==> src/rtl/cpu_pc_unit.sv <==
// rtl/cpu_pc_unit.sv - PC register, next-PC selection and interrupt/exception arbitration
// Define IRQ_LATCH_EN to latch IRQ rising edges into a pending register; otherwise IRQ is level-sensitive.
module cpu_pc_unit #(
  parameter logic [31:0] RESET_PC = 32'h8000_0000,
  parameter logic [31:0] ILLOP_PC = 32'h8000_0004,
  parameter logic [31:0] XADR_PC  = 32'h8000_0008
) (
  input  logic        clk,
  input  logic        reset,
  input  logic [1:0]  PCSrc,
  input  logic        BranchCond,
  input  logic [25:0] Instr,
  input  logic [31:0] RegA,
  input  logic        IllegalOp,
  input  logic        IRQ,
  input  logic        Stall,
  output logic [31:0] PC,
  output logic [31:0] PCPlus4,
  output logic [31:0] LinkAddr,
  output logic        Interrupt,
  output logic        Exception
);

  logic [31:0] r_pc;
  logic [31:0] w_pc_plus4;
  logic [30:0] w_br_off;
  logic [30:0] w_br_sum;
  logic [31:0] w_br_target;
  logic [31:0] w_jmp_target;
  logic [31:0] w_jr_target;
  logic [31:0] w_next_pc;
  logic        w_pend;
  logic        w_interrupt;
  logic        w_exception;

  // Address arithmetic stays within bits 30:0 so the supervisor bit is never carried into.
  assign w_pc_plus4   = {r_pc[31], r_pc[30:0] + 31'd4};
  assign w_br_off     = {{13{Instr[15]}}, Instr[15:0], 2'b00};
  assign w_br_sum     = w_pc_plus4[30:0] + w_br_off;
  assign w_br_target  = {r_pc[31], w_br_sum};
  assign w_jmp_target = {r_pc[31], w_pc_plus4[30:28], Instr, 2'b00};
  // User code cannot raise its own privilege through a register jump.
  assign w_jr_target  = {r_pc[31] & RegA[31], RegA[30:0]};

`ifdef IRQ_LATCH_EN
  logic r_irq_d;
  logic r_pend;

  // A new rising edge wins over acceptance so a back-to-back request is kept.
  always_ff @(posedge clk or negedge reset) begin
    if (!reset) begin
      r_irq_d <= 1'b0;
      r_pend  <= 1'b0;
    end else begin
      r_irq_d <= IRQ;
      r_pend  <= (IRQ & ~r_irq_d) | (r_pend & ~w_interrupt);
    end
  end

  assign w_pend = r_pend;
`else
  assign w_pend = IRQ;
`endif

  assign w_interrupt = w_pend & ~r_pc[31] & ~Stall;
  assign w_exception = IllegalOp & ~r_pc[31] & ~Stall & ~w_interrupt;

  always_comb begin
    w_next_pc = w_pc_plus4;
    if (Stall) begin
      w_next_pc = r_pc;
    end else if (w_interrupt) begin
      w_next_pc = ILLOP_PC;
    end else if (w_exception) begin
      w_next_pc = XADR_PC;
    end else begin
      case (PCSrc)
        2'b01:   w_next_pc = BranchCond ? w_br_target : w_pc_plus4;
        2'b10:   w_next_pc = w_jmp_target;
        2'b11:   w_next_pc = w_jr_target;
        default: w_next_pc = w_pc_plus4;
      endcase
    end
  end

  always_ff @(posedge clk or negedge reset) begin
    if (!reset) begin
      r_pc <= RESET_PC;
    end else begin
      r_pc <= w_next_pc;
    end
  end

  // An interrupted instruction is re-executed; a faulting one resumes after itself.
  assign LinkAddr  = w_interrupt ? r_pc : w_pc_plus4;
  assign PC        = r_pc;
  assign PCPlus4   = w_pc_plus4;
  assign Interrupt = w_interrupt;
  assign Exception = w_exception;

endmodule

==> config.mk <==
export PLATFORM = sky130hd
export DESIGN_NAME = cpu_pc_unit
export DESIGN_NICKNAME = d
export VERILOG_FILES = /design/src/rtl/cpu_pc_unit.sv
export SDC_FILE = /design/constraint.sdc
export NUM_CORES = 1
export LEC_CHECK = 0
export CAP_MARGIN = 25
export CORE_UTILIZATION = 47
export CTS_CLUSTER_DIAMETER = 40
export DETAILED_ROUTE_END_ITERATION = 8
export PLACE_DENSITY = 0.83
export SYNTH_ARGS = -nofsm -noshare
export SYNTH_HDL_FRONTEND = slang
export SYNTH_SLANG_ARGS = --single-unit
==> constraint.sdc <==
create_clock -name clk -period 5 [get_ports clk]
set_input_delay 0.75 -clock clk [delete_from_list [all_inputs] [get_ports clk]]
set_output_delay 0.75 -clock clk [all_outputs]
set_load 0.01 [all_outputs]
==> results.txt <==
CTS tree: built
Crit path launch type: flop
Die footprint: 10500 sq um
Slew Limit Fails: 0
Wire length per cell: 20.4 microns
I/O Pins: 164
Routed WL: 18800 microns
Synth Area in Simple Gates: 0.220
Origin of the worst setup path: PC[2]
Synthesized flop and latch total: 32
Crit Path Max Fanout: 8
HPWL Detailed: 14600 microns
Sequential fraction of the synthesis area: 0.170
Max FFs per register: 32
Period utilisation layout: 0.860
Critical Path Sink: PC[29]
Skew-Pair Late Insertion Delay: 290 ps
Compound-cell area share of the yosys netlist: 0.269
Die height: 102 microns
Overflow after GRT: 0
Worst Path Required: 5180 ps
RSZ-0062 raised after global routing: false
Area growth syn-to-layout: 37.3%
Pwr Density: 436 nW/um^2
FF-to-FF setup slack: 700 ps
Gpl congestion: 0.964
Post-CTS Setup Bufs: 0
Crit end category: flop
DRC viols: 0
Via count: 5689
Share of layout cells above drive strength 1: 0.0457
Post-CTS Resized: 0
Placed cell area: 6390 sq um
Main synth FF type: dfrtp_1
Max cap viols: 0
Fmax: 0.233 GHz
Period minus WS final: 4300 ps
Adder-cell share of the synthesized area: 0.0943
Multi-input gate area: 3620 sq um
Ys Warns: 0
CP Class: flop to flop
DIE WIDTH: 102 microns
Post-synth ARST share: 1.00
Dpl ws: 810 ps
Final setup skew: 3.68 ps
1st-iter DRT viols: 619
Diodes inserted: 0
Cell count after synthesis: 654
Cell Rows: 36
Relative slew slack: 0.417
Hold_sp: PC[31]
CORE AREA: 9770 sq um
Vias in the first global route: 5187
Post-synth EDFFs: 0
Final Setup Violations: 0
Largest net degree at the start of global routing: 39
Status: finished clean
Detailed-route vias per instance: 6.18
Worst-path clk slew: 70 ps
Worst Path Arrival: 4480 ps
Worst-Margin Slew: 871 ps
Initial antenna violation count: 0
Total CTS buffers: 5
Worst R2R Path Depth: 14
Fill count: 888
Drt first pass iters: 5
Synth Cell Area: 4720 sq um
Syn Area/Cell: 7.22 sq um
CP peak stage delay: 510 ps
Post-DRT Antenna Nets: 0
Final nets: 888
Post-synthesis net count: 755
Seq. cell area: 802 sq um
Cell taking the most area after synthesis: dfrtp_1
CTS root buffer: clkbuf_8
Worst r2r src: PC[2]
Largest family of logic cells by synthesized area: compound AO/OA/AOI/OAI gates
Initial Util: 0.483
Max clock buf depth: 2
Xor and xnor area share after synthesis: 0.141
GRT Total Usage: 0.358
Worst vdd rail ir drop: 0.189 mV
Worst setup margin: 702 ps
Fin. Hold Viols: 0
First-pass GRT wire length: 28300 microns
Share of the synthesized area in the top cell type: 0.164
Port Buffers: 163
Final core utilization: 0.663
CTS H-Tree Depth: 2
Cell Chain, Critical Path: ha_1 -> nand3_1 -> nor4_2 -> xor2_1 -> ha_1 -> a21oi_2 -> nor4_1 -> or4_4 -> a21oi_2 -> o31ai_2 -> a311oi_2 -> o21ai_1 -> xor2_1 -> a221o_1
Total clock sinks: 32
Final setup TNS: 0 ps
Commonest non-fill, non-tap cell in the layout: clkdlybuf4s50_1
Terminus of the critical flop-to-flop path: PC[29]
Leak: 2.72 nW
Synth top area cells: dfrtp_1, ha_1, xnor2_1
Mux cell area share after synthesis: 0.0435
CP max stage cell: or4_4
Worst hold path class: flop to flop
Hold-fix buffers at CTS: 0
Commonest cells after routing, fill and taps aside: clkdlybuf4s50_1, nor2_1, nand2_1
Unique masters post-synth: 64
Design Area, Final: 6480 sq um
## cell families after synthesis
group	Yosys count
buffers and inverters	71
AND/OR/NAND/NOR	227
XOR/XNOR	76
adder cells (fa/ha/maj)	35
AO/OA/AOI/OAI	199
multiplexers	14
flip-flops	32
## worst max-delay path, delay by kind of cell, from the launching register on
kind            cells  cell delay [ps]
compound gates      6             1200
xor+xnor            2              630
fa+ha+maj           2              670
flops               1              470
simple gates        4             1210
## through the flow
| stage | hold WS [ps] | total power, mW | cells |
|---|---|---|---|
| 6_report | 574 | 2.83 | 921 |
| 5_1_grt | 587 | 3.01 | 921 |
| 4_1_cts | 572 | 2.79 | 921 |
| 3_5_place_dp | 562 | 2.57 | 913 |
| 3_3_place_gp | 545 | 2.54 | 913 |
| 2_1_floorplan | 454 | 1.68 | 654 |
## layout make-up
type                            instances  share of cell area
Clock buffer                            8              0.0139
Inverter                               23              0.0133
Multi-Input combinational cell        551               0.559
Sequential cell                        32               0.124
Tap cell                              133              0.0257
Timing Repair Buffer                  174               0.264
## synth_stat cells, types with 2 or more instances
library cell	number
nor2_1	73
nand2_1	66
a21oi_1	52
o21ai_0	45
xnor2_1	42
clkbuf_1	36
ha_1	34
xor2_1	34
dfrtp_1	31
nand3_1	29
inv_1	22
a21o_1	18
nor3_1	17
nand4_1	13
a31oi_1	10
o21ai_1	10
a22o_1	9
a22oi_1	9
a211oi_1	7
and3_1	7
mux2i_1	7
buf_4	6
nand2b_1	6
mux4_2	5
o211ai_1	5
buf_2	4
o31ai_1	4
nor2b_1	3
o21a_1	3
o221ai_1	3
or3_1	3
a2111oi_0	2
a21boi_0	2
a21oi_2	2
a221oi_1	2
nor4_2	2
o2111ai_1	2
o21bai_1	2
or2_2	2
## where the power goes
group          switching (mW)  total [mW]  internal (mW)
Sequential              0.182       0.524          0.342
Combinational            1.08        2.09           1.01
Clock                   0.101       0.213          0.112
Total                    1.36        2.83           1.46
## worst min path at each step
stage | end | slack (ps) | cells after the start
4_1_cts | PC[31] | 570 | 1
3_3_place_gp | PC[31] | 550 | 1
3_5_place_dp | PC[31] | 560 | 1
5_1_grt | PC[31] | 590 | 1
6_report | PC[31] | 570 | 1
2_1_floorplan | PC[0] | 450 | 0
## per-layer routing
layer	vias to the layer above	share of wire	wire length, microns	track usage
met1	2681	0.42	7960	0.505
met4	0	0.023	428	0.119
met2	361	0.44	8360	0.541
li1	2611	-	-	-
met5	-	0	0	0
met3	36	0.11	2080	0.0766
(Power assumes the default switching activity.)
==> RTL edit 1: new RTL, same settings <==
The option `IRQ_LATCH_EN` is turned on by a define.
--- a/src/rtl/cpu_pc_unit.sv
+++ b/src/rtl/cpu_pc_unit.sv
@@ -2,2 +2,4 @@
 // Define IRQ_LATCH_EN to latch IRQ rising edges into a pending register; otherwise IRQ is level-sensitive.
+`define IRQ_LATCH_EN
+
 module cpu_pc_unit #(
Check against the original RTL: not equivalent (a bounded check fails within 4 cycles, from zero or initial values and one cycle with reset low).
==> RTL edit 1 against the original RTL <==
  * Synthesized cell count fell by 3.7%
  * Global-route usage shrank 0.11 points
  * Sequential cell count rose by 2
  * First-iteration DRC count decreased by 21%
  * Final area rose by 1.9%
  * Cell count is 1.4% lower
  * Area after synthesis rose by 1.5%
  * Non-clock buffer count is 1 higher
  * Wire length is essentially flat
  * Critical path depth did not move
  * Sequential power is 9.2% higher
  * Setup slack lost 0.22 ns
  * Die area grew 1.5%
  * Total power rose by 7.0%
  * Largest power group unchanged
==> RTL edit 1: results (changes against the original RTL) <==
<table>
<tr><th>Metric</th><th>Value</th></tr>
<tr><th colspan="2">Drt</th></tr>
<tr><td>Vias per cell</td><td>6.29 (was 6.18)</td></tr>
<tr><td>DRC marker count from the first detailed-route iteration</td><td>491 (was 619)</td></tr>
<tr><td>Final WL</td><td>18800 um (about the same)</td></tr>
<tr><th colspan="2">Synth</th></tr>
<tr><td>Ranking of synthesized cells by area</td><td>dfrtp_1, ha_1, xnor2_1, o21ai_0, xor2_1 (was dfrtp_1, ha_1, xnor2_1, xor2_1, nor2_1)</td></tr>
<tr><td>Ranking of synthesized cells by instance count</td><td>nand2_1, o21ai_0, nor2_1, xnor2_1, ha_1 (was nor2_1, nand2_1, a21oi_1, o21ai_0, xnor2_1)</td></tr>
<tr><td>Number of distinct standard cells referenced by the synthesized netlist</td><td>67 (was 64)</td></tr>
<tr><td>Most instantiated library cell after synthesis</td><td>nand2_1 (was nor2_1)</td></tr>
<tr><td>Sequential share of the synthesized area</td><td>17.8% (was 17.0%)</td></tr>
<tr><td>Net count after synthesis</td><td>731 (was 755)</td></tr>
<tr><th colspan="2">Placement</th></tr>
<tr><td>HPWL after DPL</td><td>13900 um (was 14600 um)</td></tr>
<tr><td>Routability-driven placement congestion ratio</td><td>0.991 (was 0.964)</td></tr>
<tr><th colspan="2">Worst setup path</th></tr>
<tr><td>Arr. time, crit path</td><td>4.76 ns (was 4.48 ns)</td></tr>
<tr><td>Largest fanout on the critical path</td><td>8 (unchanged)</td></tr>
<tr><th colspan="2">Global route</th></tr>
<tr><td>Number of global-route vias before repair</td><td>5455 (was 5187)</td></tr>
<tr><td>Global-route wire length before repair</td><td>28700 um (was 28300 um)</td></tr>
<tr><td>Total Routing Usage GR</td><td>35.7% (was 35.8%)</td></tr>
<tr><td>Maximum number of pins on one net before global-route repair</td><td>40 (was 39)</td></tr>
<tr><th colspan="2">Final layout</th></tr>
<tr><td>Share of post-route cells with drive strength above 1</td><td>5.42% (was 4.57%)</td></tr>
<tr><td>Nets</td><td>875 (was 888)</td></tr>
<tr><th colspan="2">STA</th></tr>
<tr><td>Post-Route Skew</td><td>0.00829 ns (was 0.00368 ns)</td></tr>
<tr><td>Worst-case headroom to the max-slew limit</td><td>36.1% (was 41.7%)</td></tr>
<tr><th colspan="2">Pwr</th></tr>
<tr><td>Worst ir drop on vdd</td><td>0.237 mV (was 0.189 mV)</td></tr>
<tr><td>Leakage</td><td>2.78 nW (was 2.72 nW)</td></tr>
<tr><th colspan="2">CTS</th></tr>
<tr><td># H-tree levels</td><td>2 (unchanged)</td></tr>
<tr><td>Clock transition time at the flip-flop clock pins of the worst setup and hold paths</td><td>0.09 ns (was 0.07 ns)</td></tr>
<tr><td>Skew-Pair Late Insertion Delay</td><td>0.31 ns (was 0.29 ns)</td></tr>
<tr><th colspan="2">Worst hold path</th></tr>
<tr><td>Path type of the worst min-delay path</td><td>reg2reg (unchanged)</td></tr>
<tr><th colspan="2">Run status</th></tr>
<tr><td>Run status</td><td>finished, final reports clean (unchanged)</td></tr>
</table>
==> RTL edit 1: kinds of logic after synthesis <==
logic type / Yosys count / synth area share, %
AO/OA/AOI/OAI: 186 / 26.1
AND/OR/NAND/NOR: 226 / 24.5
flip-flops: 34 / 17.8
buffers and inverters: 63 / 5.77
multiplexers: 14 / 3.42
adder cells (fa/ha/maj): 35 / 9.29
XOR/XNOR: 72 / 13.2
==> RTL edit 1: worst max-delay path: stages, from the launching register on <==
cell and delay [ns]:
dfrtp_1 0.50, ha_1 0.36, nand4_1 0.21, or4_1 0.64, or2_2 0.39, nor2_1 0.13, xor2_1 0.27, ha_1 0.32
nor3_1 0.08, nor2_1 0.11, o41ai_1 0.09, a31oi_1 0.45, a21oi_1 0.15, or4b_2 0.66, nand3_1 0.09
==> RTL edit 1: area by class of cell <==
| cell class | instances | area, um2 |
|---|---|---|
| Fill cell | 861 | 3210 |
| Inverter | 25 | 93.8 |
| Multi-Input combinational cell | 533 | 3670 |
| Tap cell | 133 | 166 |
| Clock buffer | 5 | 68.8 |
| Timing Repair Buffer | 175 | 1720 |
| Clock inverter | 3 | 40.0 |
| Sequential cell | 34 | 852 |
==> RTL edit 1: layer usage <==
layer / track usage [%] / up-vias / wire [um]
met5: 0 / - / 0
met4: 18.3 / 0 / 705
met3: 7.32 / 57 / 1920
met2: 56.9 / 343 / 8510
met1: 45.6 / 2714 / 7680
li1: - / 2600 / -
==> RTL edit 1: final timing paths <==
kind	start	end	slack [ns]	cells past startpoint
setup / recovery	PC[2]	PC[25]	0.49	14
hold / removal	r_irq_d	r_pend	0.45	1
setup reg to reg	PC[2]	PC[25]	0.49	14
hold reg to reg	r_irq_d	r_pend	0.45	1
max in group asynchronous	reset	PC[31]	3.73	2
min in group asynchronous	reset	PC[11]	0.89	2
==> RTL edit 1: metrics by stage <==
stage | total power, mW | instances | area (um2) | setup WS [ns]
after floorplan | 1.77 | 630 | 4790 | 1.05
after global placement | 2.67 | 900 | 6500 | 0.740
after detailed placement | 2.71 | 900 | 6500 | 0.613
after CTS | 3.00 | 908 | 6610 | 0.583
after global routing | 3.24 | 908 | 6610 | 0.194
final | 3.03 | 908 | 6610 | 0.486
==> RTL edit 1: power breakdown <==
group | leakage (nW) | switching [mW] | internal, mW | total (mW)
registers | 0.429 | 0.202 | 0.370 | 0.572
clock network | 0.0579 | 0.134 | 0.147 | 0.282
logic | 2.30 | 1.08 | 1.09 | 2.17
total | 2.78 | 1.42 | 1.61 | 3.03
==> RTL edit 2: new RTL, same settings <==
Made on the original files. Register the output `Interrupt`, with the module's reset; this adds one clock of latency there. The other outputs are not delayed to match.
--- a/src/rtl/cpu_pc_unit.sv
+++ b/src/rtl/cpu_pc_unit.sv
@@ -97,3 +97,9 @@
   assign PCPlus4   = w_pc_plus4;
-  assign Interrupt = w_interrupt;
+  always_ff @(posedge clk or negedge reset) begin
+    if (!reset) begin
+      Interrupt <= '0;
+    end else begin
+      Interrupt <= w_interrupt;
+    end
+  end
   assign Exception = w_exception;
Check against the original RTL: not equivalent (a bounded check fails within 4 cycles, from zero or initial values and one cycle with reset low).
==> RTL edit 2 against the original RTL <==
  * Setup slack worse by 0.22 ns
  * Sequential power increased by 3%
  * Sequential cell count grew 1
  * Highest routed layer unchanged
  * Count of clock-buffer cells in the layout did not move
  * Combinational power is 3% lower
  * Area after synthesis rose by 3.6%
  * Global-route usage decreased by 2.3 points
  * Total power fell by 1.8%
  * Wire length fell by 2.7%
  * Largest power group unchanged
  * Final area grew 1.9%
  * Non-clock buffer count decreased by 2
==> RTL edit 2: results (changes against the original RTL) <==
<table>
<tr><th>Metric</th><th>Value</th></tr>
<tr><th colspan="2">Global route</th></tr>
<tr><td>Number of global-route vias before repair</td><td>5530 (was 5187)</td></tr>
<tr><td>Global-route wire length before repair</td><td>29100 um (was 28300 um)</td></tr>
<tr><td>Maximum number of pins on one net before global-route repair</td><td>34 (was 39)</td></tr>
<tr><td>Total Routing Usage GR</td><td>33.5% (was 35.8%)</td></tr>
<tr><th colspan="2">Final layout</th></tr>
<tr><td>Share of post-route cells with drive strength above 1</td><td>3.39% (was 4.57%)</td></tr>
<tr><td>Nets</td><td>896 (was 888)</td></tr>
<tr><th colspan="2">Drt</th></tr>
<tr><td>Vias per cell</td><td>6.23 (was 6.18)</td></tr>
<tr><td>Final WL</td><td>18300 um (was 18800 um)</td></tr>
<tr><th colspan="2">Synth</th></tr>
<tr><td>Ranking of synthesized cells by instance count</td><td>o21ai_0, nor2_1, nand2_1, clkbuf_1 (was nor2_1, nand2_1, a21oi_1, o21ai_0, xnor2_1)</td></tr>
<tr><td>Average footprint of a synthesized cell</td><td>7.28 um2 (was 7.22 um2)</td></tr>
<tr><td>Xor/xnor cell area share of the yosys netlist</td><td>12.9% (was 14.1%)</td></tr>
<tr><td>Synth Area in Adders</td><td>9.11% (was 9.43%)</td></tr>
<tr><td>Compound-cell area share of the yosys netlist</td><td>29.7% (was 26.9%)</td></tr>
<tr><th colspan="2">Worst setup path</th></tr>
<tr><td>RR Endpoint</td><td>PC[26] (was PC[29])</td></tr>
<tr><td>R2R Setup Slk</td><td>0.48 ns (was 0.70 ns)</td></tr>
<tr><td>Cells on worst reg2reg path</td><td>15 (was 14)</td></tr>
<tr><td>Master of the slowest instance on the critical path</td><td>dfrtp_1 (was or4_4)</td></tr>
<tr><td>Arr. time, crit path</td><td>4.70 ns (was 4.48 ns)</td></tr>
<tr><td>Origin of the critical flop-to-flop path</td><td>PC[9] (was PC[2])</td></tr>
<tr><th colspan="2">STA</th></tr>
<tr><td>Worst Max-Slew Pin Slew</td><td>0.790 ns (was 0.871 ns)</td></tr>
<tr><td>Post-Route Skew</td><td>0.00812 ns (was 0.00368 ns)</td></tr>
<tr><th colspan="2">Placement</th></tr>
<tr><td>Placed cells</td><td>921 (was 913)</td></tr>
<tr><td>HPWL after DPL</td><td>13700 um (was 14600 um)</td></tr>
<tr><th colspan="2">Worst hold path</th></tr>
<tr><td>Cell depth of the worst hold path</td><td>2 (was 1)</td></tr>
<tr><th colspan="2">Run status</th></tr>
<tr><td>Run status</td><td>finished, final reports clean (unchanged)</td></tr>
<tr><th colspan="2">Pwr</th></tr>
<tr><td>Leakage</td><td>2.69 nW (was 2.72 nW)</td></tr>
</table>
[RTL edit 2: cell types whose count changed in the layout (fill, tap and decap cells not counted), sizes merged, moves of 4 or more]
cell	unedited run	this run
o21ai	55	69
o221ai	3	21
and4	0	4
nor2	73	56
a22oi	9	2
nand2	66	53
mux2i	7	1
a21oi	54	41
and2	1	6
a31oi	10	3
nor2b	3	27
[RTL edit 2: per-stage QoR]
step                power [mW]  utilization (%)  cell area (um2)  hold slack (ns)
detailed placement        2.52             65.8             6520            0.558
CTS                       2.75             66.6             6600            0.573
global route              2.95             66.6             6600            0.618
finish                    2.78             66.6             6600            0.566
global placement          2.49             65.8             6520            0.544
floorplan                 1.67                -             4890            0.454
[RTL edit 2: worst max path at each step]
stage / start / endpoint / slack (ns) / cells past startpoint
global placement: PC[9] / PC[26] / 0.55 / 15
floorplan: PC[9] / PC[26] / 0.99 / 17
global route: PC[9] / PC[29] / 0.1 / 14
CTS: PC[9] / PC[26] / 0.39 / 15
finish: PC[9] / PC[26] / 0.48 / 15
detailed placement: PC[9] / PC[26] / 0.42 / 15
[RTL edit 2: report_power, final]
part / internal (mW) / total [mW] / switching, mW
logic: 1.01 / 2.02 / 1.01
registers: 0.352 / 0.540 / 0.188
clock network: 0.0993 / 0.214 / 0.114
[RTL edit 2: worst reg2reg max path, cell delays in order (launching register included)]
cell	delay, ns
dfrtp_1	0.51
nand4_1	0.21
nor4_2	0.48
nand2_1	0.22
nor2_1	0.28
nand3_1	0.21
xnor2_1	0.20
ha_1	0.42
nand4_1	0.22
nor3_1	0.23
o311ai_0	0.30
and2_1	0.26
a21o_1	0.19
a21o_1	0.19
and4_1	0.19
or3_1	0.30
[RTL edit 2: layout make-up]
class / count / area [um2]
Clock buffer: 8 / 80.1
Sequential cell: 33 / 827
Multi-Input combinational cell: 561 / 3750
Inverter: 22 / 82.6
Fill cell: 856 / 3310
Tap cell: 133 / 166
Timing Repair Buffer: 172 / 1690
[RTL edit 2: cells by family (layout without fill, tap and decap cells)]
logic type / count (synthesis) / count (layout)
DFF: 33 / 33
adders and majority gates: 35 / 35
AOI/OAI and AO/OA: 219 / 219
xor gates and xnor gates: 72 / 72
muxes: 3 / 3
and+or+nand+nor: 232 / 232
buffers and inverters: 78 / 202
[RTL edit 2: repair_timing]
item / 4_1_cts / 5_1_grt
hold buffers: 0 / 0
endpoints found under the setup margin: 0 / 1
gates resized for setup: 0 / 1
[RTL edit 2: metal layers]
| metal | up-vias | routed length, um | GRT usage (%) |
|---|---|---|---|
| li1 | 2692 | - | - |
| met2 | 348 | 8300 | 54.5 |
| met3 | 42 | 1870 | 5.64 |
| met1 | 2703 | 7680 | 44.5 |
| met4 | 0 | 481 | 12.1 |
| met5 | - | 0 | 0 |
